File: config.mk
export PLATFORM = sky130hd
export DESIGN_NAME = spi_slave_rd
export DESIGN_NICKNAME = d
export VERILOG_FILES = /design/src/rtl/spi_slave_rd.sv
export SDC_FILE = /design/constraint.sdc
export NUM_CORES = 1
export LEC_CHECK = 0
export CORE_MARGIN = 1.5
export CORE_UTILIZATION = 40
export CTS_CLUSTER_SIZE = 8
export DETAILED_ROUTE_END_ITERATION = 6
export MAX_ROUTING_LAYER = met4
export PLACE_DENSITY_LB_ADDON = 0.25
export RECOVER_POWER = 25
export SLEW_MARGIN = 20
export SYNTH_ARGS = -nofsm -noshare
export SYNTH_HDL_FRONTEND = slang
export SYNTH_SLANG_ARGS = --single-unit
File: constraint.sdc
create_clock -name clk -period 2.2 [get_ports clk]
set_input_delay 0.22 -clock clk [delete_from_list [all_inputs] [get_ports clk]]
set_output_delay 0.22 -clock clk [all_outputs]
set_load 0.01 [all_outputs]
File: src/rtl/spi_slave_rd.sv
// SPI mode-0 slave front-end: streams DMA buffer bytes to the host, reports
// block-ready status and accepts a 17-bit transfer depth.
module spi_slave_rd #(
    parameter logic [16:0] DEPTH_RST = 17'h00800
) (
    input  logic        clk,
    input  logic        reset_n,
    input  logic        spi_cs_n,
    input  logic        spi_sclk,
    input  logic        spi_mosi,
    output logic        spi_miso,
    output logic        spi_miso_oe,
    output logic        spi_rd_ena,
    input  logic        dma_en_out,
    input  logic [7:0]  dma_dout,
    input  logic        dma_int,
    output logic [16:0] dma_depth,
    output logic        spi_int
);

    typedef enum logic [2:0] {IDLE, CMD, RD, STAT, WDEP, IGN} state_t;

    state_t      state;
    logic [2:0]  cs_sr;
    logic [2:0]  sclk_sr;
    logic [2:0]  mosi_sr;
    logic [2:0]  bit_cnt;
    logic [7:0]  rx_sr;
    logic        rx_done;
    logic [7:0]  tx_sr;
    logic [7:0]  hold;
    logic        load_pend;
    logic        ready;
    logic        ovf;
    logic [1:0]  wcnt;
    logic        b0_lsb;
    logic [7:0]  b1;

    logic cs_act, cs_rise, cs_fall, sclk_rise, sclk_fall;
    logic dec_rd, dec_stat;
    logic [7:0] rx_next;

    // [1] is the synchronised sample, [2] its one-cycle history
    assign cs_act    = ~cs_sr[1];
    assign cs_rise   = ~cs_sr[1] &  cs_sr[2];
    assign cs_fall   =  cs_sr[1] & ~cs_sr[2];
    assign sclk_rise =  sclk_sr[1] & ~sclk_sr[2];
    assign sclk_fall = ~sclk_sr[1] &  sclk_sr[2];
    assign rx_next   = {rx_sr[6:0], mosi_sr[2]};

    assign dec_rd   = rx_done && (state == CMD) && (rx_sr == 8'h0B);
    assign dec_stat = rx_done && (state == CMD) && (rx_sr == 8'h05);

    assign spi_miso_oe = cs_act;
    assign spi_miso    = cs_act & tx_sr[7];
    assign spi_int     = ready;

    always_ff @(posedge clk or negedge reset_n) begin
        if (!reset_n) begin
            state      <= IDLE;
            cs_sr      <= '1;
            sclk_sr    <= '0;
            mosi_sr    <= '0;
            bit_cnt    <= '0;
            rx_sr      <= '0;
            rx_done    <= 1'b0;
            tx_sr      <= '0;
            hold       <= '0;
            load_pend  <= 1'b0;
            ready      <= 1'b0;
            ovf        <= 1'b0;
            wcnt       <= '0;
            b0_lsb     <= 1'b0;
            b1         <= '0;
            spi_rd_ena <= 1'b0;
            dma_depth  <= DEPTH_RST;
        end else begin
            cs_sr      <= {cs_sr[1:0], spi_cs_n};
            sclk_sr    <= {sclk_sr[1:0], spi_sclk};
            mosi_sr    <= {mosi_sr[1:0], spi_mosi};
            rx_done    <= 1'b0;
            spi_rd_ena <= 1'b0;

            if (dma_int)
                ready <= 1'b1;
            else if (dec_rd)
                ready <= 1'b0;
            if (dma_int && ready)
                ovf <= 1'b1;
            else if (dec_stat)
                ovf <= 1'b0;

            if (!cs_act) begin
                bit_cnt   <= '0;
                load_pend <= 1'b0;
                tx_sr     <= '0;
            end else if (sclk_rise) begin
                rx_sr   <= rx_next;
                bit_cnt <= bit_cnt + 3'd1;
                if (bit_cnt == 3'd7) begin
                    rx_done   <= 1'b1;
                    load_pend <= 1'b1;
                end
            end else if (sclk_fall) begin
                if (load_pend) begin
                    // Each byte moved into the shifter prefetches its successor
                    tx_sr     <= hold;
                    load_pend <= 1'b0;
                    if (state == RD)
                        spi_rd_ena <= 1'b1;
                    if (state == STAT)
                        hold <= {ready, ovf, 6'b0};
                end else begin
                    tx_sr <= {tx_sr[6:0], 1'b0};
                end
            end

            if (cs_fall) begin
                state <= IDLE;
            end else begin
                case (state)
                    IDLE: if (cs_rise) state <= CMD;
                    CMD: begin
                        if (rx_done) begin
                            hold <= '0;
                            case (rx_sr)
                                8'h0B: begin
                                    state      <= RD;
                                    spi_rd_ena <= 1'b1;
                                end
                                8'h05: begin
                                    state <= STAT;
                                    hold  <= {ready, ovf, 6'b0};
                                end
                                8'h02: begin
                                    state <= WDEP;
                                    wcnt  <= '0;
                                end
                                default: state <= IGN;
                            endcase
                        end
                    end
                    RD: if (dma_en_out) hold <= dma_dout;
                    WDEP: begin
                        if (rx_done) begin
                            case (wcnt)
                                2'd0:    b0_lsb    <= rx_sr[0];
                                2'd1:    b1        <= rx_sr;
                                2'd2:    dma_depth <= {b0_lsb, b1, rx_sr};
                                default: ;
                            endcase
                            if (wcnt != 2'd3)
                                wcnt <= wcnt + 2'd1;
                        end
                    end
                    default: ;
                endcase
            end
        end
    end

endmodule

==> out/results.ini, run 1 <==
[outcome]
status=completed

[clock_network]
cts_buffer_depth=2
clk_pin_slew_ns=0.08
clock-sinks=72
cts_tree=built
cts-root-buf=clkbuf_8
cts_buffers=9
htree_num_levels=3
insertion_delay_ns=0.34

[critical_path]
r2r_cells=5
cpMaxStageDelayCell=dfstp_2
end_kind=register
crit_chain=inv_1 -> ha_1 -> nor3_4 -> nand2_2 -> mux2_2
critPathLaunchType=register
cp_data_arrival_time_ns=2.11
required_ns=2.43
slowest_delay_ns=0.52
cp_max_fo=17
critPathKind=register to register

[placement]
pre_cts_slack_ns=0.319
numPortBuffers=35
place_area_um2=3610
dpl.cell_count=372
globalplace.congestion=0.823
post-dp-hpwl_mm=3.72

[cells_and_area]
fill_cells=712
post-route-util_pct=49.7
final_area_um2=3820
instances_no_fill=389
final_common_cell=dfrtp_1
n_antenna_cell=0
ff_latch_area_um2=1810
multi_input_area_um2=1260
layout_common_cells=68 x dfrtp_1, 34 x mux2_2, 31 x clkdlybuf4s50_1, 12 x a21oi_1
drive_gt1_share_pct=25.8
fin_nets=304
syn2layout_area_growth_pct=20.9

[synth]
synth-main-ff-cell=dfrtp_1
synthCells=242
netlist_area_um2=3160
syn_area_per_cell_um2=13.1
syn_nets=264
synth_seq_cells=72
synth-edff-count=0
yosysUniqueCellTypes=52
ys_warn_count=0
synth-async-reset-ratio_pct=100
yosysSeqAreaShare_pct=57.1

[power]
power.total_mw=2.94
power_density_nw_per_um2=768
pwr-share-comb_pct=9.0
swShare_pct=26.1
p_sw_mw=0.766
power.internal_mw=2.17
p_leak_nw=1.78
clockPowerShare_pct=39.1
seqPwrFrac_pct=51.8
peakVddDrop_mv=0.419

[timing]
tns_ns=0
period_needed_ns=1.87
final-hold-violation-count=0
setup_viol=0
setup_ws_ns=0.326
fin_crit_sh_pct=85.2
timing.hold.ws_ns=0.354
report.final.slew_viol_count=0
rsz0062_at_grt=no
fmax_mhz=534
skew_ns=0.00801
worst_pin_slew_ns=0.966
relSlewSlack_pct=35.6

[detailed_routing]
final_antenna_net_count=0
wl_per_cell_um=14.6
dr.pass1.iters=4
drc_errors=0
drtIter0Drc=113
viasPerCell=5.07
routed_wl_mm=5.67
route.vias.total=1974

[grt]
grt_pass1_vias=1972
grt_max_degree=73
grt_pass1_wl_mm=9.91
grtUsageTotal_pct=15.7
grt_overflow=0
grt_antenna_before_repair=0

[floorplan]
die_h_um=91.9
pin_count=36
rows=32
coreArea_um2=7690
start_util_pct=41.1
dieArea_um2=8450
die_w_um=91.9

[run]
max_cap_violations=0

[worst_hold_path]
hold_class=register to register
min_path_cells=0

critical path, delay by kind of cell, from the launching register on:
family	cells	cell delay, ns
AND/OR/NAND/NOR	2	0.55
flip-flops	1	0.52
multiplexers	1	0.36
adder cells (fa/ha/maj)	1	0.29
buffers and inverters	1	0.04
kinds of logic (layout without fill, tap and decap cells):
logic type	after synthesis	count (layout)	synth area share, %
buffers and inverters	17	62	2.97
XOR/XNOR	2	2	0.554
flip-flops	72	72	57.1
AO/OA/AOI/OAI	43	43	9.34
AND/OR/NAND/NOR	58	58	12.3
multiplexers	43	43	15.0
adder cells (fa/ha/maj)	7	7	2.77
power by group through the flow:
stage                     registers (mW)  logic (mW)  clock network [mW]
after floorplan                     1.49       0.214                   0
after global placement              1.55       0.265                   0
after detailed placement            1.55       0.269                   0
after CTS                           1.53       0.273                1.18
after global routing                1.54       0.291                1.24
final                               1.52       0.266                1.15
path summary, 6_finish.rpt:
path	from	to	slack [ns]
max	cs_sr[2]	dma_depth[4]	0.33
min in group asynchronous	reset_n	dma_depth[12]	0.66
min reg2reg	mosi_sr[1]	mosi_sr[2]	0.35
min	mosi_sr[1]	mosi_sr[2]	0.35
max reg2reg	cs_sr[2]	dma_depth[4]	0.33
max in group asynchronous	reset_n	hold[6]	0.91
synth_stat cells (2+ instances only):
master,instances,area [µm²]
and2_1,2,12.5
nor2_1,11,41.3
a21oi_1,12,60.1
buf_2,2,10.0
inv_1,6,22.5
ha_1,7,87.6
a211o_1,2,17.5
nand2b_1,4,25.0
nor3b_1,3,22.5
o22ai_1,2,12.5
nand3_1,3,15.0
clkbuf_1,4,15.0
mux2i_1,9,90.1
nand4_2,2,25.0
nor3_1,2,10.0
and3_1,2,12.5
o21ai_0,10,50.1
dfrtp_1,68,1700
mux2_2,34,383
buf_6,3,33.8
dfstp_2,4,105
nor2b_1,2,12.5
a21o_1,3,22.5
nand2_1,11,41.3
nand4_1,2,12.5
a32oi_1,6,52.6
repair_timing:
action                                  CTS  global route
hold buffers                              1             0
gates resized for setup                   0             0
buffers inserted                          0             0
endpoints found under the setup margin    0             0
hold endpoints to repair                 68             0
metal layers:
layer	GRT usage, %	part of all wire (%)
met5	-	0
met1	21.7	50
met2	21.6	45
met4	6.92	1.6
met3	4.15	3.6
sequential cells by signal, indices dropped and copies added, names as in the netlist, 2 cells and up:
| name | count |
|---|---|
| dma_depth | 17 |
| cs_sr | 3 |
| mosi_sr | 3 |
| bit_cnt | 3 |
| hold | 8 |
| rx_sr | 8 |
| state | 3 |
| sclk_sr | 3 |
| wcnt | 2 |
| b1 | 8 |
| tx_sr | 8 |
area by class of cell:
class / instances / share of cell area, %
flip-flops and latches: 72 / 47.3
multi-input cells: 153 / 33.0
repair buffers: 40 / 10.1
clock inverters: 7 / 2.49
inverters: 6 / 0.589
well taps: 102 / 3.34
clock buffers: 9 / 3.24
(Power assumes the default switching activity.)
==> run 2: changes to the inputs <==
--- a/config.mk
+++ b/config.mk
@@ -9,6 +9,7 @@
 export CORE_UTILIZATION = 40
 export CTS_CLUSTER_SIZE = 8
 export DETAILED_ROUTE_END_ITERATION = 6
+export HOLD_SLACK_MARGIN = 0.05
 export MAX_ROUTING_LAYER = met4
 export PLACE_DENSITY_LB_ADDON = 0.25
 export RECOVER_POWER = 25
==> results of run 2 <==
No change in the layout: final DEF, timing and power equal those of run 1.
